**src/rtl/flatten_buffer_if.sv**
```systemverilog
// flatten_buffer_if: handshake bundle between pooled-pixel producers, the flatten buffer and its consumer.
//   in_valid/in_data/in_ready : per-kernel pixel strobes, shared data lanes, write-accept
//   out_valid/out_data/out_ready/out_last : flattened word stream, last word of frame
//   overflow/lane_conflict    : sticky error flags
interface flatten_buffer_if #(
   parameter int BitSize            = 32,
   parameter int NumberOfK          = 4,
   parameter int ProcessingElements = 2
);
   logic [NumberOfK-1:0]                         in_valid;
   logic [ProcessingElements-1:0][BitSize-1:0]   in_data;
   logic                                         in_ready;
   logic                                         out_valid;
   logic [BitSize-1:0]                           out_data;
   logic                                         out_ready;
   logic                                         out_last;
   logic                                         overflow;
   logic                                         lane_conflict;
   modport slave (
      input  in_valid, in_data, out_ready,
      output in_ready, out_valid, out_data, out_last, overflow, lane_conflict
   );
   modport master (
      output in_valid, in_data, out_ready,
      input  in_ready, out_valid, out_data, out_last, overflow, lane_conflict
   );
endinterface

```
**src/rtl/flatten_buffer.sv**
```systemverilog
// flatten_buffer: collects NumberOfK pooled feature maps, then streams them out channel-major.
//   clk, rst : clock, synchronous active-high reset
//   bus      : flatten_buffer_if.slave (pixel inputs, word stream output, sticky error flags)
module flatten_buffer #(
   parameter int BitSize            = 32,
   parameter int NumberOfK          = 4,
   parameter int ProcessingElements = 2,
   parameter int ImageWidth         = 2
) (
   input logic            clk,
   input logic            rst,
   flatten_buffer_if.slave bus
);
   localparam int P     = ImageWidth * ImageWidth;
   localparam int Depth = NumberOfK * P;
   localparam int AW    = (Depth > 1) ? $clog2(Depth) : 1;
   localparam int CW    = $clog2(P + 1);

   typedef enum logic {FILL, DRAIN} state_t;

   state_t               state_q, state_d;
   logic [CW-1:0]        cnt_q [NumberOfK];
   logic [CW-1:0]        cnt_d [NumberOfK];
   logic [AW-1:0]        rd_addr_q, rd_addr_d;
   logic                 overflow_q, overflow_d;
   logic                 conflict_q, conflict_d;
   logic [BitSize-1:0]   mem_q [Depth];
   logic [NumberOfK-1:0] clash, wr;
   logic                 fill, last, done, all_full, ovf;

   // A kernel clashes when any other strobed kernel shares its data lane.
   always_comb begin
      clash = '0;
      for (int k = 0; k < NumberOfK; k++)
         for (int j = 0; j < NumberOfK; j++)
            if (j != k && (j % ProcessingElements) == (k % ProcessingElements) && bus.in_valid[j] && bus.in_valid[k])
               clash[k] = 1'b1;
   end

   always_comb begin
      fill      = state_q == FILL;
      last      = !fill && rd_addr_q == AW'(Depth - 1);
      done      = last && bus.out_ready;
      state_d   = state_q;
      rd_addr_d = rd_addr_q;
      cnt_d     = cnt_q;
      wr        = '0;
      ovf       = 1'b0;
      all_full  = 1'b1;
      for (int k = 0; k < NumberOfK; k++) begin
         wr[k]    = fill && bus.in_valid[k] && !clash[k] && cnt_q[k] != CW'(P);
         cnt_d[k] = done ? '0 : cnt_q[k] + CW'(wr[k]);
         ovf      = ovf | (bus.in_valid[k] && (!fill || cnt_q[k] == CW'(P)));
         all_full = all_full && cnt_d[k] == CW'(P);
      end
      // Entering DRAIN off the next-state counters puts word 0 out the cycle after the last write.
      if (fill && all_full) state_d = DRAIN;
      else if (done) begin
         state_d   = FILL;
         rd_addr_d = '0;
      end else if (!fill && bus.out_ready) rd_addr_d = rd_addr_q + AW'(1);
      overflow_d = overflow_q | ovf;
      conflict_d = conflict_q | (fill && |clash);
   end

   always_ff @(posedge clk) begin
      if (rst) begin
         state_q    <= FILL;
         rd_addr_q  <= '0;
         overflow_q <= 1'b0;
         conflict_q <= 1'b0;
         for (int k = 0; k < NumberOfK; k++) cnt_q[k] <= '0;
      end else begin
         state_q    <= state_d;
         rd_addr_q  <= rd_addr_d;
         overflow_q <= overflow_d;
         conflict_q <= conflict_d;
         cnt_q      <= cnt_d;
      end
   end

   always_ff @(posedge clk) begin
      if (!rst)
         for (int k = 0; k < NumberOfK; k++)
            if (wr[k]) mem_q[AW'(k * P + int'(cnt_q[k]))] <= bus.in_data[k % ProcessingElements];
   end

   assign bus.in_ready      = fill;
   assign bus.out_valid     = !fill;
   assign bus.out_last      = last;
   assign bus.out_data      = mem_q[rd_addr_q];
   assign bus.overflow      = overflow_q;
   assign bus.lane_conflict = conflict_q;
endmodule

```
**src/flat_wrapper.sv**
```systemverilog
// flat-port wrapper written by rule: the top's interface ports become plain ports
module flatten_buffer_flat 
#(
   parameter int BitSize            = 32,
   parameter int NumberOfK          = 4,
   parameter int ProcessingElements = 2,
   parameter int ImageWidth         = 2
)
  (clk, rst, bus_in_valid, bus_in_data, bus_out_ready, bus_in_ready, bus_out_valid, bus_out_data, bus_out_last, bus_overflow, bus_lane_conflict);
  flatten_buffer_if #(.BitSize(BitSize), .NumberOfK(NumberOfK), .ProcessingElements(ProcessingElements)) bus_i ();
  input logic clk;
  input logic rst;
  input wire logic [$bits(bus_i.in_valid)-1:0] bus_in_valid;
  input wire logic [$bits(bus_i.in_data)-1:0] bus_in_data;
  input wire logic [$bits(bus_i.out_ready)-1:0] bus_out_ready;
  output wire logic [$bits(bus_i.in_ready)-1:0] bus_in_ready;
  output wire logic [$bits(bus_i.out_valid)-1:0] bus_out_valid;
  output wire logic [$bits(bus_i.out_data)-1:0] bus_out_data;
  output wire logic [$bits(bus_i.out_last)-1:0] bus_out_last;
  output wire logic [$bits(bus_i.overflow)-1:0] bus_overflow;
  output wire logic [$bits(bus_i.lane_conflict)-1:0] bus_lane_conflict;
  assign bus_i.in_valid = bus_in_valid;
  assign bus_i.in_data = bus_in_data;
  assign bus_i.out_ready = bus_out_ready;
  assign bus_in_ready = bus_i.in_ready;
  assign bus_out_valid = bus_i.out_valid;
  assign bus_out_data = bus_i.out_data;
  assign bus_out_last = bus_i.out_last;
  assign bus_overflow = bus_i.overflow;
  assign bus_lane_conflict = bus_i.lane_conflict;
  flatten_buffer #(.BitSize(BitSize), .NumberOfK(NumberOfK), .ProcessingElements(ProcessingElements), .ImageWidth(ImageWidth)) u_core (.clk(clk), .rst(rst), .bus(bus_i));
endmodule
```
**config.mk**
```make
export PLATFORM = sky130hd
export DESIGN_NAME = flatten_buffer_flat
export DESIGN_NICKNAME = d
export VERILOG_FILES = /design/src/rtl/flatten_buffer_if.sv /design/src/rtl/flatten_buffer.sv /design/src/flat_wrapper.sv
export SDC_FILE = /design/constraint.sdc
export NUM_CORES = 1
export LEC_CHECK = 0
export CAP_MARGIN = 10
export CORE_MARGIN = 2
export CORE_UTILIZATION = 40
export DETAILED_ROUTE_END_ITERATION = 10
export SLEW_MARGIN = 20
export SYNTH_ARGS = -nofsm -noshare
export SYNTH_HDL_FRONTEND = slang
export SYNTH_SLANG_ARGS = --single-unit
```
**constraint.sdc**
```tcl
create_clock -name clk -period 6.4 [get_ports clk]
set_input_delay 0.96 -clock clk [delete_from_list [all_inputs] [get_ports clk]]
set_output_delay 0.96 -clock clk [all_outputs]
set_load 0.05 [all_outputs]
```
# Word level (Yosys, flattened, before mapping)
# Memory sizes are Yosys's and may differ from the RTL's. A register that Yosys moved wholly into a read port is not among the register bits.
# Index checks and enable logic that the tools add are counted.
# totals
mem_count,1
ramBits,512
register_bits,19
elab_cells,109
input_bits,71
out_inout_bits,37
# op_classes
n_bitwise,10
n_reduce_logical,38
add_sub_neg,8
eq_ne,14
n_mux,30
# memory_table
memory,depth,word_bits,rd,rd_clocked_by_memory_dff,write_ports,line_no,rtl
u_core.mem_q,16,32,1,1,2,flatten_buffer.sv:27,logic [BitSize-1:0] mem_q [Depth];
# ops
cell,count
$mux W32,2
$reduce_or A32 Y1,2
$logic_and A1 B1 Y1,26
$eq A3 B3 Y1 const B,8
$mux W4,6
$mux W1,18
$add A3 B1 Y3,4
$mux W3,4
$ne A3 B3 Y1 const B,4
$add A4 B3 Y4 const A,2
$or A1 B1 Y1,5
$add A3 B3 Y4 const A,1
$add A4 B1 Y4 const B,1
$eq A4 B4 Y1,1
$eq A4 B4 Y1 const B,1
$logic_or A1 B1 Y1,4
$reduce_bool A2 Y1,2
$not A1 Y1,3
$and A1 B1 Y1,2
$logic_not A1 Y1,2
$reduce_and A2 Y1,1
$reduce_or A2 Y1,1

# Depth between registers and ports, before layout
# Gate-level depths: netlist of run 1.
# logic_depth
depth_word,16
ltp_mapped,10
depth_no_buf,9

# Least setup slack after synthesis of run 1
# Ideal clock, no wire load.
# synth_path
kind,in2reg
startpoint,in bus_in_valid[0]
endpoint,mem u_core.mem_q[11][0] (enable)
path_buffers,0
path_stages,4
required_time_ns,5.934
arrival_time_ns,4.550
setup_ns,0.466
path_slack_ns,1.384
path_cell_list,or3b_2 a211oi_2 mux2_2 o21ai_0
# synth_rtl
item,line_no,rtl
"start, declared",flat_wrapper.sv:13,input wire logic [$bits(bus_i.in_valid)-1:0] bus_in_valid;
"end, declared",flatten_buffer.sv:27,

==> impl_metrics.yaml, run 1 <==
run_status:
  status: "finished, final reports clean"
timing:
  setup_violations: 0
  rsz0062_at_grt: "false"
  finalHoldViolations: 0
  fin_skew_ns: 0.02766
  holdWs_ns: 0.4798
  period_minus_slack_ns: 4.784
  min_period_over_period_pct: 74.75
  slew_viol_final: 0
  max_slew_margin_pct: 24.71
  setup_tns_ns: 0
  worstMarginPinSlew_ns: 1.124
  max_freq_mhz: 209.0
synthesis:
  synthTopCellsByCount: "edfxtp_1 (512), mux2_2 (449), mux4_2 (160), clkbuf_1 (157), buf_2 (50)"
  netlist_top_cells_area: "edfxtp_1 (59%), mux2_2 (19%), mux4_2 (14%), clkbuf_1 (2.2%), dfxtp_1 (1.8%)"
  synth_most_common_cell: "edfxtp_1"
  synth_top_area_cell: "edfxtp_1"
  netlist_area_um2: 26250
  synth_fp_nets: 1568
  syn_area_per_cell_um2: 17.64
  synth_edf_count: 512
  yosysSeqAreaShare_pct: 60.34
  synth_warnings: 0
  ys_ff_latch: 535
  async_reset_ff_share_pct: 0
  syn_inst: 1488
  synth_top_flop_cell: "edfxtp_1"
  synthDominantCellAreaShare_pct: 58.58
  yosysUniqueCellTypes: 48
floorplan:
  design.die.area_um2: 67680
  core_um2: 64700
  die_x_um: 260.2
  ios: 108
  initial_utilization_pct: 40.57
  rows: 93
  die_h_um: 260.2
worst_setup_path:
  worstSetupPathType: "reg2out"
  crit_path_max_fanout: 34
  regToRegSetupSlack_ns: 2.83
  crit_path_start_kind: "register"
  r2r-end: "u_core.mem_q[3][16]"
  end_kind: "output port"
  rr_worst_depth: 5
  cp.arrival_ns: 3.82
  r2r-start: "u_core.bus.out_valid"
  worstSetupEndpoint: "bus_out_data[28]"
  cp.required_ns: 5.44
place:
  post_dp_cell_area_um2: 28050
  place_hpwl_mm: 38.38
  port_buffers: 107
  gp_routability_congestion: 0.7517
run:
  maxCapViolCount: 0
finish:
  final_util_pct: 45.94
  n_fill_cell: 5572
  multiInputGateArea_um2: 9734
  drive_gt1_share_pct: 49.60
  syn_to_final_growth_pct: 13.25
  fin_nets: 1555
  regArea_um2: 15850
  final_cell_area_um2: 29720
  diodes: 0
route:
  routed_via_density: 5.794
  drc: 0
  vias: 13750
  drt_iter0_drc: 1162
  first_pass_iters: 5
  drt-wirelength-per-cell_um: 28.15
  finalWirelength_mm: 66.81
  ant_nets: 0
clocking:
  post_cts_buffers: 0
  cts_tree: "done"
  numCtsBuffers: 57
  htreeDepth: 2
  holdBufCountCts: 0
  clock_latency_ns: 0.63
  cts_resized: 0
  root_buffer: "clkbuf_16"
  clkTransAtPathRegs_ns: 0.06
  clock_sinks: 535
  clk_path_buf_depth: 3
global_routing:
  gr-usage-all-layers_pct: 19.97
  grt_first_pass_wirelength_mm: 98.76
  overflow: 0
  antenna_found_initial: 2
  grt_pass1_vias: 14210
  grt_max_degree: 65
power_and_ir_drop:
  power_density_nw_per_um2: 248.9
  ir_worst_vdd_mv: 0.2114
  power.leakage_nw: 9.289
hold_path:
  hp-class: "reg2reg"
-- critical path: stages, from the launching register on --
cell and delay, ns:
dfxtp_4 0.87, buf_4 0.46, mux4_2 0.59, mux4_2 0.54, clkdlybuf4s50_1 0.73
-- cells by family (layout without fill, tap and decap cells) --
logic type                 Yosys count  in the layout  share of synthesized area (%)
adders and majority gates            9              9                         0.4291
xor gates and xnor gates             9              9                         0.3004
muxes                              612            612                          33.11
buffers and inverters              218            248                          3.356
and+or+nand+nor                     78             78                          1.802
DFF                                535            535                          60.34
AOI/OAI and AO/OA                   27             27                         0.6674
-- layout make-up --
| type | count | area share, % |
|---|---|---|
| clock buffer | 69 | 4.951 |
| clock inverter | 33 | 0.6735 |
| inverter | 4 | 0.05052 |
| multi-input combinational | 735 | 32.75 |
| sequential | 535 | 53.32 |
| tap | 855 | 3.599 |
| timing repair buffer | 142 | 4.656 |
-- how the worst min path moves through the flow --
stage,startpoint,to,slack [ns],cells past startpoint
final,u_core.bus.lane_conflict,u_core.bus.lane_conflict,0.48,2
after detailed placement,u_core.bus.lane_conflict,u_core.bus.lane_conflict,0.46,2
after CTS,u_core.bus.lane_conflict,u_core.bus.lane_conflict,0.49,2
after global routing,u_core.bus.lane_conflict,u_core.bus.lane_conflict,0.56,2
after floorplan,u_core.rd_addr_q[1],register,0.51,2
after global placement,u_core.bus.lane_conflict,u_core.bus.lane_conflict,0.46,2
-- where the power goes --
part / switching (W) / internal [W] / leakage (nW)
logic: 0.000243 / 0.000215 / 3.65
registers: 0.0000160 / 0.00389 / 4.81
clock network: 0.00137 / 0.00167 / 0.826
total: 0.00163 / 0.00577 / 9.29
-- layout by cell type, fill, tap and decap left out, types with 6 or more instances in the layout --
cell type,n
edfxtp_1,512
xnor2_1,7
ha_1,9
buf_4,31
mux2_2,449
clkinv_2,12
nor2b_1,6
clkbuf_1,12
o21ai_4,10
clkinv_1,16
nor2_1,16
clkbuf_16,57
dfxtp_1,19
mux4_2,160
nand2_1,11
clkdlybuf4s50_1,107
and2_1,10
-- per-layer routing --
metal  track usage, %  wire [um]
met1            28.24      29690
met2            32.07      32100
met3            3.431       3441
met4            5.127       1558
met5                0         22
-- metrics by stage --
step / setup slack, ns / total power, W / instances
after CTS: 1.488 / 0.007462 / 2373
after detailed placement: 1.783 / 0.004432 / 2271
after global routing: 1.407 / 0.007612 / 2373
after floorplan: 1.384 / 0.004270 / 1488
after global placement: 1.863 / 0.004422 / 2270
final: 1.616 / 0.007398 / 2373
-- state kept, by name, indices dropped and copies added (netlist names), named ones only --
signal                    cells
u_core.bus.lane_conflict      1
u_core.bus.out_valid          1
u_core.bus.overflow           1
u_core.cnt_q                 12
u_core.mem_q                512
u_core.rd_addr_q              4
Power figures use the tool's default switching activity.
==> run 2, diff against run 1 <==
- clock period: 6.4 -> 4.12 ns (I/O delays scaled with it)
==> run 2 against run 1 <==
Against the previous run:
- register-to-register slack got worse by 1.8 ns
- non-clock buffer count increased by 33
- critical path depth unchanged
- clock skew decreased by 0.012 ns
- utilization increased by 0.90 points
- clock power increased by 69%
- power increased by 61%
- final area increased by 2.0%
- sequential power increased by 55%
- die area unchanged
- via count increased by 1.4%
- setup slack got worse by 1.5 ns
- critical path type unchanged
==> impl_metrics.yaml, run 2 (same netlist as run 1, synthesis figures left out) <==
hold_path:
  hp-start: "u_core.bus.lane_conflict"
  hold_path_depth: 2
  hp-class: "reg2reg"
  holdPathEnd: "u_core.bus.lane_conflict"
route:
  ant_nets: 0
  drt_iter0_drc: 1189
  vias: 13940
  first_pass_iters: 5
  drt-wirelength-per-cell_um: 27.83
  finalWirelength_mm: 67.09
  routed_via_density: 5.783
  drc: 0
worst_setup_path:
  end_kind: "output port"
  r2r-start: "u_core.bus.out_valid"
  crit_path_max_fanout: 36
  r2r-end: "u_core.mem_q[5][14]"
  cp.arrival_ns: 3.38
  rr_worst_depth: 5
  regToRegSetupSlack_ns: 1.04
  cp.required_ns: 3.50
  worstSetupPathType: "reg2out"
  crit_path_start_kind: "register"
power_and_ir_drop:
  power_w: 0.01191
  ir_worst_vdd_mv: 0.3299
  power.leakage_nw: 9.574
  power_density_nw_per_um2: 393.0
clocking:
  post_cts_buffers: 0
  htreeDepth: 2
  cts_tree: "done"
  clkTransAtPathRegs_ns: 0.06
  root_buffer: "clkbuf_16"
  numCtsBuffers: 57
  clock_latency_ns: 0.62
  clk_path_buf_depth: 3
  cts_resized: 1
  holdBufCountCts: 0
  clock_sinks: 535
global_routing:
  grt_pass1_vias: 14230
  grt_max_degree: 52
  gr-usage-all-layers_pct: 20.00
  antenna_found_initial: 2
  grt_first_pass_wirelength_mm: 98.48
  overflow: 0
finish:
  fin_nets: 1588
  largest_reg_flops: 512
  final_common_cell: "edfxtp_1"
  syn_to_final_growth_pct: 15.46
  diodes: 0
  final_cell_mix: "edfxtp_1 (512), mux2_2 (449), mux4_2 (160), clkdlybuf4s50_1 (100), clkbuf_16 (57)"
  drive_gt1_share_pct: 51.29
timing:
  holdWs_ns: 0.4832
  fin_skew_ns: 0.01553
  max_freq_mhz: 250.0
  min_period_over_period_pct: 97.09
  slew_viol_final: 0
  rsz0062_at_grt: "false"
  finalHoldViolations: 0
  worstMarginPinSlew_ns: 1.060
  final.setup.worst_slack_ns: 0.1200
  period_minus_slack_ns: 4.000
  max_slew_margin_pct: 27.28
  setup_violations: 0
run:
  maxCapViolCount: 0
floorplan:
  rows: 93
  ios: 108
  die_x_um: 260.2
  initial_utilization_pct: 40.57
  design.die.area_um2: 67680
  die_h_um: 260.2
  core_um2: 64700
place:
  gp_routability_congestion: 0.7796
  place_ws_ns: 0.3356
  place_hpwl_mm: 39.92
  port_buffers: 107
run_status:
  status: "finished, final reports clean"
-- run 2: changes by cell type in the layout (fill, tap and decap cells not counted), sizes merged, moves of 2 or more --
cell           before  now
buf                35   72
clkdlybuf4s50     107  100
bufinv              1    6
clkinv             30   26
clkinvlp            0    2
dlymetal6s2s        0    2
-- run 2: metrics by stage --
stage          TNS, ns  utilization (%)  cell area (um^2)  std cells
2_1_floorplan  -123.58                -             26250       1488
3_3_place_gp         0            43.96             28440       2304
3_5_place_dp         0            43.96             28440       2304
4_1_cts              0            46.83             30300       2411
5_1_grt              0            46.84             30300       2411
6_report             0            46.84             30300       2411
-- run 2: power by group --
part	total, W	internal, W	switching [W]
Sequential	0.00606	0.00603	0.0000242
Clock	0.00514	0.00298	0.00216
Combinational	0.000712	0.000341	0.000371
Total	0.0119	0.00936	0.00255
-- run 2: how the worst max path moves through the flow --
stage                                     from                  end  cells past startpoint
after global routing                  register      bus_out_data[9]                      4
final                                 register      bus_out_data[9]                      4
after global placement         bus_in_valid[2]  u_core.mem_q[5][20]                      6
after floorplan           u_core.bus.out_valid  u_core.mem_q[11][0]                      5
after CTS                             register     bus_out_data[10]                      4
after detailed placement       bus_in_valid[2]  u_core.mem_q[5][20]                      6
-- run 2: final cells by class --
cell class	instances	area [um^2]
fillers	5478	34390
flip-flops and latches	535	15850
multi-input cells	735	9724
repair buffers	175	1788
clock buffers	70	1515
well taps	855	1070
clock inverters	37	342.8
inverters	4	15.01
-- run 2: routing by layer --
metal / track usage, % / vias up / part of all wire (%)
li1: - / 5943 / -
met1: 28.43 / 7500 / 44
met2: 32.42 / 404 / 49
met3: 3.304 / 93 / 5.5
met4: 4.381 / 4 / 1.8
met5: 0 / - / 0.030
-- run 2: worst max-delay path: stages (launching register included) --
cell	delay, ns
dfxtp_4	0.58
buf_12	0.33
mux4_2	0.61
mux4_2	0.48
clkdlybuf4s50_1	0.72
==> run 3, diff against run 2 <==
- clock period: 4.12 -> 3.9 ns (I/O delays scaled with it)
==> run 3 against run 2 <==
Against the previous run:
- clock skew grew 0.0093 ns
- hold slack worse by 0.015 ns
- highest routed layer unchanged
- cell count unchanged
- register-to-register slack improved by 0.03 ns
- final area fell by 0.31%
- non-clock buffer count increased by 2
- utilization fell by 0.15 points
- die area is the same
- first-iteration DRC count fell by 17%
- largest power group unchanged
- critical path depth increased by 1
- combinational power increased by 5.1%
- power grew 3.7%
- critical endpoint is now bus_out_data[8]
==> impl_metrics.yaml, run 3 (same netlist as run 1, synthesis figures left out) <==
global_routing:
  overflow: 0
  gr-usage-all-layers_pct: 20.12
  grt_max_degree: 70
  grt_pass1_vias: 14460
  antenna_found_initial: 3
  grt_first_pass_wirelength_mm: 99.01
power_and_ir_drop:
  power_w: 0.01235
  intPower_w: 0.009663
  power.leakage_nw: 9.590
  power_density_nw_per_um2: 408.7
  p_sw_w: 0.002683
  clockPowerShare_pct: 42.1
  seqPwrFrac_pct: 51.9
  p_sw_share_pct: 21.73
  comb_power_share_pct: 6.1
  ir_worst_vdd_mv: 0.3423
timing:
  slew_viol_final: 0
  worstMarginPinSlew_ns: 0.9478
  min_period_over_period_pct: 95.60
  fin_skew_ns: 0.02483
  max_freq_mhz: 268.2
  rsz0062_at_grt: "false"
  period_minus_slack_ns: 3.728
  setup_violations: 0
  finalHoldViolations: 0
  max_slew_margin_pct: 35.00
place:
  port_buffers: 107
  gp_routability_congestion: 0.7638
  place_hpwl_mm: 40.84
  post_dp_cell_area_um2: 28440
route:
  drc: 0
  ant_nets: 0
  routed_via_density: 5.683
  vias: 13700
  drt_iter0_drc: 990
  first_pass_iters: 5
  drt-wirelength-per-cell_um: 27.76
  finalWirelength_mm: 66.93
clocking:
  clk_path_buf_depth: 3
  clock_latency_ns: 0.62
  clock_sinks: 535
  numCtsBuffers: 58
  clkTransAtPathRegs_ns: 0.06
  cts_tree: "done"
  htreeDepth: 2
  holdBufCountCts: 0
  root_buffer: "clkbuf_16"
run:
  maxCapViolCount: 0
run_status:
  status: "finished, final reports clean"
worst_setup_path:
  crit_path_max_fanout: 18
  slowest_delay_ns: 0.59
  crit_path_start_kind: "register"
  cp.required_ns: 3.31
  end_kind: "output port"
  regToRegSetupSlack_ns: 1.07
  critPathSlowestCell: "dfxtp_4"
  path_cells: "buf_12 > buf_4 > mux4_2 > mux4_2 > buf_4"
  worstSetupPathType: "reg2out"
  cp.arrival_ns: 3.14
  r2r-start: "u_core.bus.out_valid"
finish:
  largest_reg_flops: 512
  syn_to_final_growth_pct: 15.10
  final_common_cell: "edfxtp_1"
  drive_gt1_share_pct: 51.93
  diodes: 0
  final_cell_area_um2: 30210
  fin_nets: 1591
  final_cell_mix: "edfxtp_1 (512), mux2_2 (449), mux4_2 (160), clkdlybuf4s50_1 (77), buf_4 (70)"
hold_path:
  hp-start: "u_core.bus.lane_conflict"
  hp-class: "reg2reg"
floorplan:
  ios: 108
  initial_utilization_pct: 40.57
  die_h_um: 260.2
  design.die.area_um2: 67680
  core_um2: 64700
  rows: 93
  die_x_um: 260.2
-- run 3: power by group through the flow --
stage          clock [W]  combinational, W  sequential (W)
2_1_floorplan          0          0.000486         0.00652
3_3_place_gp           0          0.000734         0.00652
3_5_place_dp           0          0.000751         0.00652
4_1_cts          0.00530          0.000754         0.00640
5_1_grt          0.00550          0.000811         0.00641
6_report         0.00520          0.000748         0.00640
-- run 3: layout make-up --
cell class                 count  area, um^2
multi-input combinational    735        9724
inverter                       4       15.01
clock buffer                  74        1511
sequential                   535       15850
fill                        5551       34490
clock inverter                31       250.2
tap                          855        1070
timing repair buffer         177        1790
-- run 3: critical path: cells and delay by family (launching register included) --
family   cells  cell delay (ns)
mux          2             1.09
buf+inv      3             0.80
flops        1             0.59
-- run 3: path summary, 6_finish.rpt --
kind | end | depth (start not counted)
worst max-delay path | bus_out_data[8] | 5
worst min-delay path | u_core.bus.lane_conflict | 2
worst max register to register | u_core.mem_q[1][16] | 5
worst min register to register | u_core.bus.lane_conflict | 2
-- run 3: timing repair --
action,CTS,global route
resized for setup,7,4
setup endpoints to repair,8,4
setup buffers,0,0
-- run 3: per-layer routing --
layer | GRT usage, % | share of wire (%) | routed length [um] | vias to the layer above
met3 | 3.372 | 5.0 | 3364 | 85
met1 | 27.72 | 43 | 29010 | 7309
met4 | 3.698 | 1.4 | 937 | 6
met5 | 0 | 0.061 | 41 | -
li1 | - | - | - | 5968
met2 | 33.92 | 50 | 33580 | 333
-- run 3: stage by stage --
stage	utilization (%)	worst slack, ns	setup TNS (ns)	hold WS (ns)	instances
4_1_cts	46.68	0.006215	0	0.4803	2411
6_report	46.69	0.1717	0	0.4681	2411
3_3_place_gp	43.96	0.3987	0	0.4583	2306
2_1_floorplan	-	-0.6861	-134.34	0.5147	1488
5_1_grt	46.69	0.03198	0	0.5382	2411
3_5_place_dp	43.96	0.3832	0	0.4660	2306
